**config.mk**
```make
export PLATFORM = sky130hd
export DESIGN_NAME = seven_seg_scan_decoder
export DESIGN_NICKNAME = d
export VERILOG_FILES = /design/src/rtl/seven_seg_scan_decoder.sv
export SDC_FILE = /design/constraint.sdc
export NUM_CORES = 1
export LEC_CHECK = 0
export BUFFER_PORTS_ARGS = -buffer_cell sky130_fd_sc_hd__buf_2
export CORE_UTILIZATION = 25
export CTS_BUF_LIST = sky130_fd_sc_hd__clkbuf_4 sky130_fd_sc_hd__clkbuf_8 sky130_fd_sc_hd__clkbuf_16
export DETAILED_ROUTE_END_ITERATION = 10
export GPL_TIMING_DRIVEN = 0
export PLACE_DENSITY_LB_ADDON = 0.1
export SLEW_MARGIN = 20
export SYNTH_ARGS = -nofsm -noshare
export SYNTH_HDL_FRONTEND = slang
export SYNTH_SLANG_ARGS = --single-unit
```
**constraint.sdc**
```tcl
create_clock -name CLK -period 3.7 [get_ports CLK]
set_clock_uncertainty 0.15 [all_clocks]
set_input_delay 0.74 -clock CLK [delete_from_list [all_inputs] [get_ports CLK]]
set_output_delay 0.74 -clock CLK [all_outputs]
set_load 0.1 [all_outputs]
```
**src/rtl/seven_seg_scan_decoder.sv**
```systemverilog
// Receive-side monitor for a multiplexed 4-digit common-anode seven-segment bus.
// Captures settled digits per slot, then converts the BCD frame to binary and strobes it.
module seven_seg_scan_decoder #(
  parameter int unsigned SETTLE_CYCLES = 4
) (
  input  logic        CLK,
  input  logic        RESET,
  input  logic        anodeSelect0,
  input  logic        anodeSelect1,
  input  logic        anodeSelect2,
  input  logic        anodeSelect3,
  input  logic [6:0]  sevenSeg,
  output logic [15:0] digitCodes,
  output logic [13:0] value,
  output logic        frameValid,
  output logic        frameError
);

  typedef enum logic [1:0] {COLLECT, CONVERT, DONE} state_t;

  localparam logic [7:0] SETTLE_CNT = 8'(SETTLE_CYCLES);

  function automatic logic [3:0] segDecode(input logic [6:0] s);
    case (s)
      7'b1000000: segDecode = 4'h0;
      7'b1111001: segDecode = 4'h1;
      7'b0100100: segDecode = 4'h2;
      7'b0110000: segDecode = 4'h3;
      7'b0011001: segDecode = 4'h4;
      7'b0010010: segDecode = 4'h5;
      7'b0000010: segDecode = 4'h6;
      7'b1111000: segDecode = 4'h7;
      7'b0000000: segDecode = 4'h8;
      7'b0010000: segDecode = 4'h9;
      7'b1110111: segDecode = 4'hA;
      7'b1111111: segDecode = 4'hF;
      default:    segDecode = 4'hE;
    endcase
  endfunction

  // Assertion propagates immediately; release is delayed two CLK edges.
  logic [1:0] rstPipe;
  logic       rstN;

  always_ff @(posedge CLK or negedge RESET) begin
    if (!RESET) rstPipe <= '0;
    else        rstPipe <= {rstPipe[0], 1'b1};
  end

  assign rstN = rstPipe[1];

  logic [3:0]  anodes;
  logic [10:0] curPat;
  logic [10:0] prevPat;
  logic [7:0]  settleCnt;
  logic        oneHot;
  logic [1:0]  slotIdx;
  logic        capture;
  logic [3:0]  capMask;
  logic [15:0] slotReg;
  logic [15:0] slotNext;
  logic [3:0]  seen;

  assign anodes = {anodeSelect3, anodeSelect2, anodeSelect1, anodeSelect0};
  assign curPat = {anodes, sevenSeg};

  always_comb begin
    oneHot  = 1'b1;
    slotIdx = 2'd0;
    case (anodes)
      4'b1110: slotIdx = 2'd0;
      4'b1101: slotIdx = 2'd1;
      4'b1011: slotIdx = 2'd2;
      4'b0111: slotIdx = 2'd3;
      default: oneHot  = 1'b0;
    endcase
  end

  // The edge that would bring the count to SETTLE_CYCLES is the capture edge.
  assign capture = oneHot && (curPat == prevPat) && (settleCnt == SETTLE_CNT - 8'd1);
  assign capMask = capture ? (4'b0001 << slotIdx) : 4'b0000;

  always_comb begin
    slotNext = slotReg;
    if (capture) slotNext[{slotIdx, 2'b00} +: 4] = segDecode(sevenSeg);
  end

  always_ff @(posedge CLK or negedge rstN) begin
    if (!rstN) begin
      prevPat   <= '0;
      settleCnt <= '0;
      slotReg   <= '0;
    end else begin
      prevPat <= curPat;
      slotReg <= slotNext;
      if (!oneHot)                   settleCnt <= '0;
      else if (curPat != prevPat)    settleCnt <= 8'd1;
      else if (settleCnt != SETTLE_CNT) settleCnt <= settleCnt + 8'd1;
    end
  end

  state_t      state;
  state_t      stateNext;
  logic        snapshotEn;
  logic        convEn;
  logic        doneEn;
  logic [15:0] snap;
  logic [13:0] acc;
  logic [1:0]  step;
  logic [3:0]  nib;
  logic [3:0]  digit;
  logic        anyBad;

  always_comb begin
    stateNext  = state;
    snapshotEn = 1'b0;
    convEn     = 1'b0;
    doneEn     = 1'b0;
    case (state)
      COLLECT: begin
        if ((seen | capMask) == 4'hF) begin
          snapshotEn = 1'b1;
          stateNext  = CONVERT;
        end
      end
      CONVERT: begin
        convEn = 1'b1;
        if (step == 2'd3) stateNext = DONE;
      end
      DONE: begin
        doneEn    = 1'b1;
        stateNext = COLLECT;
      end
      default: stateNext = COLLECT;
    endcase
  end

  // step 0 selects slot3, so the most significant digit enters first.
  assign nib   = snap[{~step, 2'b00} +: 4];
  assign digit = (nib > 4'd9) ? 4'd0 : nib;

  always_comb begin
    anyBad = 1'b0;
    for (int unsigned i = 0; i < 4; i++) begin
      if (snap[4*i +: 4] > 4'd9) anyBad = 1'b1;
    end
  end

  always_ff @(posedge CLK or negedge rstN) begin
    if (!rstN) begin
      state      <= COLLECT;
      seen       <= '0;
      snap       <= '0;
      acc        <= '0;
      step       <= '0;
      value      <= '0;
      digitCodes <= '0;
      frameError <= 1'b0;
      frameValid <= 1'b0;
    end else begin
      state      <= stateNext;
      frameValid <= doneEn;
      if (snapshotEn) begin
        snap <= slotNext;
        seen <= '0;
        acc  <= '0;
        step <= '0;
      end else begin
        seen <= seen | capMask;
      end
      if (convEn) begin
        acc  <= (acc << 3) + (acc << 1) + {10'b0, digit};
        step <= step + 2'd1;
      end
      if (doneEn) begin
        value      <= acc;
        digitCodes <= snap;
        frameError <= anyBad;
      end
    end
  end

endmodule
```
Yosys cells after proc, flatten, opt, wreduce, memory -nomap -nowiden

Index checks and enable logic that the tools add are counted.

Mux-type cells: 27
Reductions and logical operators: 7
Eq/ne operators: 26
$add $sub $neg: 5
Bitwise operators: 2
Magnitude comparators: 5
Shift-type cells: 4

Operators with widths:

| operator                                               | number |
|---|---|
| one-hot mux 4 bit (12 select lines)                    | 1 |
| == test 7 bit (second input constant)                  | 5 |
| 2-to-1 mux 14 bit                                      | 2 |
| 2-to-1 mux 8 bit                                       | 3 |
| == test 7 x 5 -> 1 bit (second input constant)         | 3 |
| > comparator 4 bit (second input constant)             | 5 |
| bitwise mux 16 bit                                     | 1 |
| == test 4 bit (second input constant)                  | 4 |
| 2-to-1 mux 16 bit                                      | 1 |
| 2-to-1 mux 4 bit                                       | 4 |
| variable shift 4 x 6 -> 16 bit (first input constant)  | 1 |
| indexed part select 16 x 5 -> 4 bit                    | 1 |
| indexed part select 4 x 6 -> 16 bit                    | 1 |
| adder 14 bit                                           | 1 |
| adder 14 x 4 -> 14 bit                                 | 1 |
| == test 7 x 6 -> 1 bit (second input constant)         | 2 |
| == test 11 bit                                         | 1 |
| inequality test 11 bit                                 | 1 |
| 2-to-1 mux 1 bit                                       | 9 |
| adder 8 x 1 -> 8 bit (second input constant)           | 1 |
| == test 8 x 2 -> 1 bit (second input constant)         | 1 |
| 2-to-1 mux 2 bit                                       | 4 |
| inequality test 8 x 3 -> 1 bit (second input constant) | 1 |
| == test 7 x 2 -> 1 bit (second input constant)         | 1 |
| 18 further kinds                                       | 21 |

Input bits: 13
Output and inout port bits: 32
Flip-flop bits (word level): 107
Word-level logic and storage cells: 89

Logic depth before layout (Yosys ltp)

Depth after elaboration: 12
Mapped depth: 14
Gate-level depth less buffers: 13

Worst setup path after synthesis

OpenSTA, ideal clock, no wires.

Path kind: register to register
From: reg step[0]
To: reg acc[12]
Path slack: -54 ps
Path buffers: 1
Setup time: 135 ps
Period minus slack after synthesis: 3754 ps
Arrival: 3469 ps
Cell stages (with the launch flop): 15
Required time: 3415 ps
Cell sequence: dfrtp_1 > clkbuf_1 > mux4_2 > nor2_1 > nand2_1 > fa_1 > inv_1 > fa_1 > a21o_1 > a21oi_1 > o21bai_1 > a311oi_1 > o21ai_0 > xnor2_1 > o22ai_1

Cells in the longest elaborated chain, start to end: 6

RTL lines:

| element                               | line | text |
|---|---|---|
| from (decl)                           | 109  | `logic [1:0] step;` |
| from (signal assigned)                | 173  | `step <= step + 2'd1;` |
| inverter 2 bit *                      | 139  | `assign nib = snap[{~step, 2'b00} +: 4];` |
| indexed part select 16 x 5 -> 4 bit * | 139  |  |
| > comparator 4 bit                    | 140  | `assign digit = (nib > 4'd9) ? 4'd0 : nib;` |
| 2-to-1 mux 4 bit *                    | 140  |  |
| adder 14 x 4 -> 14 bit *              | 172  | `acc <= (acc << 3) + (acc << 1) + {10'b0, digit};` |
| 2-to-1 mux 14 bit *                   | 171  | `if (convEn) begin` |
| to (signal assigned)                  | 172  |  |
| to (decl)                             | 108  | `logic [13:0] acc;` |

Every way passes the cells marked *; elsewhere a longest branch is shown, timed or not.
A chain may end at the register's enable or synchronous reset.

Worst setup path after layout

From: reg step[0]
To: reg acc[10]

The elaborated chain is that of the path after synthesis.

==> results.sh <==
export IMPL_maxCapViolations=0
export IMPL_ys_top_cells_by_count="dfrtp_1, mux2_2, nand2_1"
export IMPL_die_area_um2=21920
export IMPL_cts_htree_levels=3
export IMPL_hold_viol=0
export IMPL_ys_ff_latch=107
export IMPL_nets=581
export IMPL_synth_yosys_seq_area_share=0.5020
export IMPL_yosysMostFrequentCell="dfrtp_1"
export IMPL_rows=53
export IMPL_critPathSlowestCell="mux4_2"
export IMPL_synth_area_per_cell_um2=11.37
export IMPL_post_dp_cell_area_um2=5951
export IMPL_path_max_fanout=5
export IMPL_antenna_found_initial=0
export IMPL_max_clock_freq_mhz=278.0
export IMPL_instances_no_fill=816
export IMPL_p_per_area_nw_per_um2=350.5
export IMPL_wire_per_inst_um=15.49
export IMPL_slew_viol_final=0
export IMPL_critPathRequiredTime_ps=3760
export IMPL_critPathTopFamily="adder cells"
export IMPL_remaining_drc_errors=0
export IMPL_status="completed"
export IMPL_syn_area_um2=5334
export IMPL_ant_nets=0
export IMPL_timing_final_crit_share=0.9722
export IMPL_r2r_end="acc[10]"
export IMPL_criticalPathCategory="register to register"
export IMPL_drtIter0Drc=116
export IMPL_finalPower_mw=2.235
export IMPL_clk_pin_slew_ps=70
export IMPL_wl_um=12640
export IMPL_io_buffers=44
export IMPL_async_flop_share=1.000
export IMPL_period_needed_ps=3597
export IMPL_r2r_slack_ps=100
export IMPL_clock_latency_ps=360
export IMPL_slew_headroom=0.5228
export IMPL_yosys_area_top_type_share=0.5020
export IMPL_synth_top_cell_by_area="dfrtp_1"
export IMPL_cp_start_kind="register"
export IMPL_fp_dieW_um=148.1
export IMPL_syn2layout_area_growth_pct=19.56
export IMPL_synth_warnings=0
export IMPL_routabilityCongestion=0.7549
export IMPL_core_um2=20960
export IMPL_grt_pass1_vias=3724
export IMPL_placed_cells=790
export IMPL_synth_edf_count=0
export IMPL_dr_total_vias=3740
export IMPL_synth_area_leaders="dfrtp_1, mux2_2, ha_1"
export IMPL_timing_rr_start="step[0]"
export IMPL_drt_pass1_iterations=4
export IMPL_syn_inst=469
export IMPL_grt_max_degree=47
export IMPL_cts_root_buf="clkbuf_16"
export IMPL_tightest_slew_ps=709.3
export IMPL_track_usage=0.1222
export IMPL_fp_dieH_um=148.1
export IMPL_crit_buf_inv=3
export IMPL_drive_above_1_share=0.2495
export IMPL_cts_buffers=9
export IMPL_path_cells="buf_8 > mux4_2 > buf_6 > nor2b_1 > ha_1 > ha_4 > fa_2 > a21o_1 > a21oi_2 > o21bai_2 > a311oi_2 > buf_4 > xor2_1 > o22ai_1"
export IMPL_cp_arrival_ps=3660
export IMPL_p_leak_nw=2.940
export IMPL_endpoint_kind="register"
export IMPL_worstRegToRegCells=14
export IMPL_ir_worst_vdd_mv=0.2323
export IMPL_syn_nets=513
export IMPL_final_area_um2=6377
export IMPL_grt_pass1_wl_um=20510
export IMPL_setup_viol=0
export IMPL_hpwl_um=9090
export IMPL_grt_setup_unrepaired="yes"
export IMPL_ys_flop_type="dfrtp_1"
export IMPL_globalRoute_totalOverflow=0
export IMPL_vias_per_cell=4.583
export IMPL_tritoncts="yes"
export IMPL_synth_cell_types=54
export IMPL_initial_core_util=0.2545
export IMPL_ctsLongestPathBuffers=2
export IMPL_insertedDiodeCount=0
export IMPL_cts_sinks=107
export IMPL_fill_cells=2190
export IMPL_hold_class="register to async pin"
export IMPL_cpPeakStageDelay_ps=530
export IMPL_io_pins=45
==> report_power, final <==
part	internal [mW]	switching, mW	total [mW]
registers	1.18	0.00912	1.19
logic	0.0312	0.0621	0.0933
clock network	0.496	0.461	0.956
==> worst max path at each step <==
stage	startpoint	endpoint	slack, ps	depth (start not counted)
6_report	step[0]	acc[10]	100	14
5_1_grt	step[0]	acc[10]	-20	14
2_1_floorplan	step[0]	acc[12]	60	14
3_5_place_dp	sevenSeg[4]	snap[13]	-530	9
4_1_cts	step[0]	acc[10]	5	14
3_3_place_gp	rstPipe[1]	prevPat[3]	-1120	0
==> stage by stage <==
stage            util  setup slack, ps  TNS (ps)  hold WS [ps]
5_1_grt        0.3043           -17.87    -17.87         122.9
2_1_floorplan       -            64.30         0         181.2
3_3_place_gp   0.2815            -1120   -129860         186.8
4_1_cts        0.3005            5.360         0         108.0
3_5_place_dp   0.2840           -533.0    -15920         98.46
6_report       0.3043            102.8         0         91.34
==> sequential cells by signal, indices dropped and copies added, names as in the netlist <==
register and cells:
state 2, step 2, frameError 1, seen 4
value 14, settleCnt 8, prevPat 11, slotReg 16
rstPipe 2, frameValid 1, acc 14, digitCodes 16
snap 16
==> logic make-up (layout without fill, tap and decap cells) <==
group                      Yosys count  count (layout)  synth area share
and+or+nand+nor                    132             132            0.1269
DFF                                107             107            0.5020
xor gates and xnor gates            32              32           0.05254
adders and majority gates           31              31           0.07553
AOI/OAI and AO/OA                   81              81            0.1030
buffers and inverters               36             108           0.02768
muxes                               49              49            0.1117
other                                1               1         0.0007031
==> worst reg2reg max path: cells and delay by family (launching register included) <==
kind                     cells  cell delay (ps)
AND/OR/NAND/NOR              1              130
flip-flops                   1              390
adder cells (fa/ha/maj)      3              870
multiplexers                 1              540
AO/OA/AOI/OAI                5              840
buffers and inverters        3              430
XOR/XNOR                     1              130
==> timing repair <==
| item | CTS | global route |
|---|---|---|
| endpoints found under the hold margin | 2 | 0 |
| resized for setup | 7 | 8 |
| endpoints found under the setup margin | 28 | 4 |
| pin swaps | 3 | 5 |
| hold buffers | 1 | 0 |
| buffers inserted | 3 | 7 |
==> metal layers <==
layer,GRT usage,up-vias,routed length (µm)
met5,0,-,0
met4,0.04794,0,211
met3,0.01902,14,277
met2,0.1869,51,5714
met1,0.1726,1853,6437
li1,-,1822,-
==> cells in the final DEF, fill, tap and decap left out, types with 3 or more instances in the layout <==
cell,netlist,layout
buf_2,1,45
ha_1,29,28
clkbuf_16,0,9
nand2b_1,3,3
inv_1,13,13
a21o_1,5,5
a22o_1,3,3
a31oi_1,5,5
mux4_2,4,4
o2bb2ai_1,10,10
xor2_1,22,22
nor2_1,32,31
mux2_2,44,44
a21oi_1,14,12
nor2b_1,5,5
o22ai_1,8,8
or4_1,3,3
buf_4,1,10
nor3_1,9,9
and3_1,5,5
nand2_1,39,39
nand4_1,5,5
nand3_1,13,13
xnor2_1,10,10
o21ai_0,17,15
nor4_1,5,4
clkbuf_1,19,18
dfrtp_1,107,106
==> area by class of cell <==
| type | instances | area, µm² | area share |
|---|---|---|---|
| buffer | 23 | 110.1 | 0.01727 |
| inverter | 13 | 48.80 | 0.007652 |
| tap | 275 | 344.1 | 0.05395 |
| multi-input combinational | 326 | 2550 | 0.3998 |
| clock buffer | 11 | 252.7 | 0.03963 |
| clock inverter | 4 | 33.78 | 0.005297 |
| sequential | 107 | 2681 | 0.4204 |
| timing repair buffer | 57 | 356.6 | 0.05592 |
(Power assumes the default switching activity.)
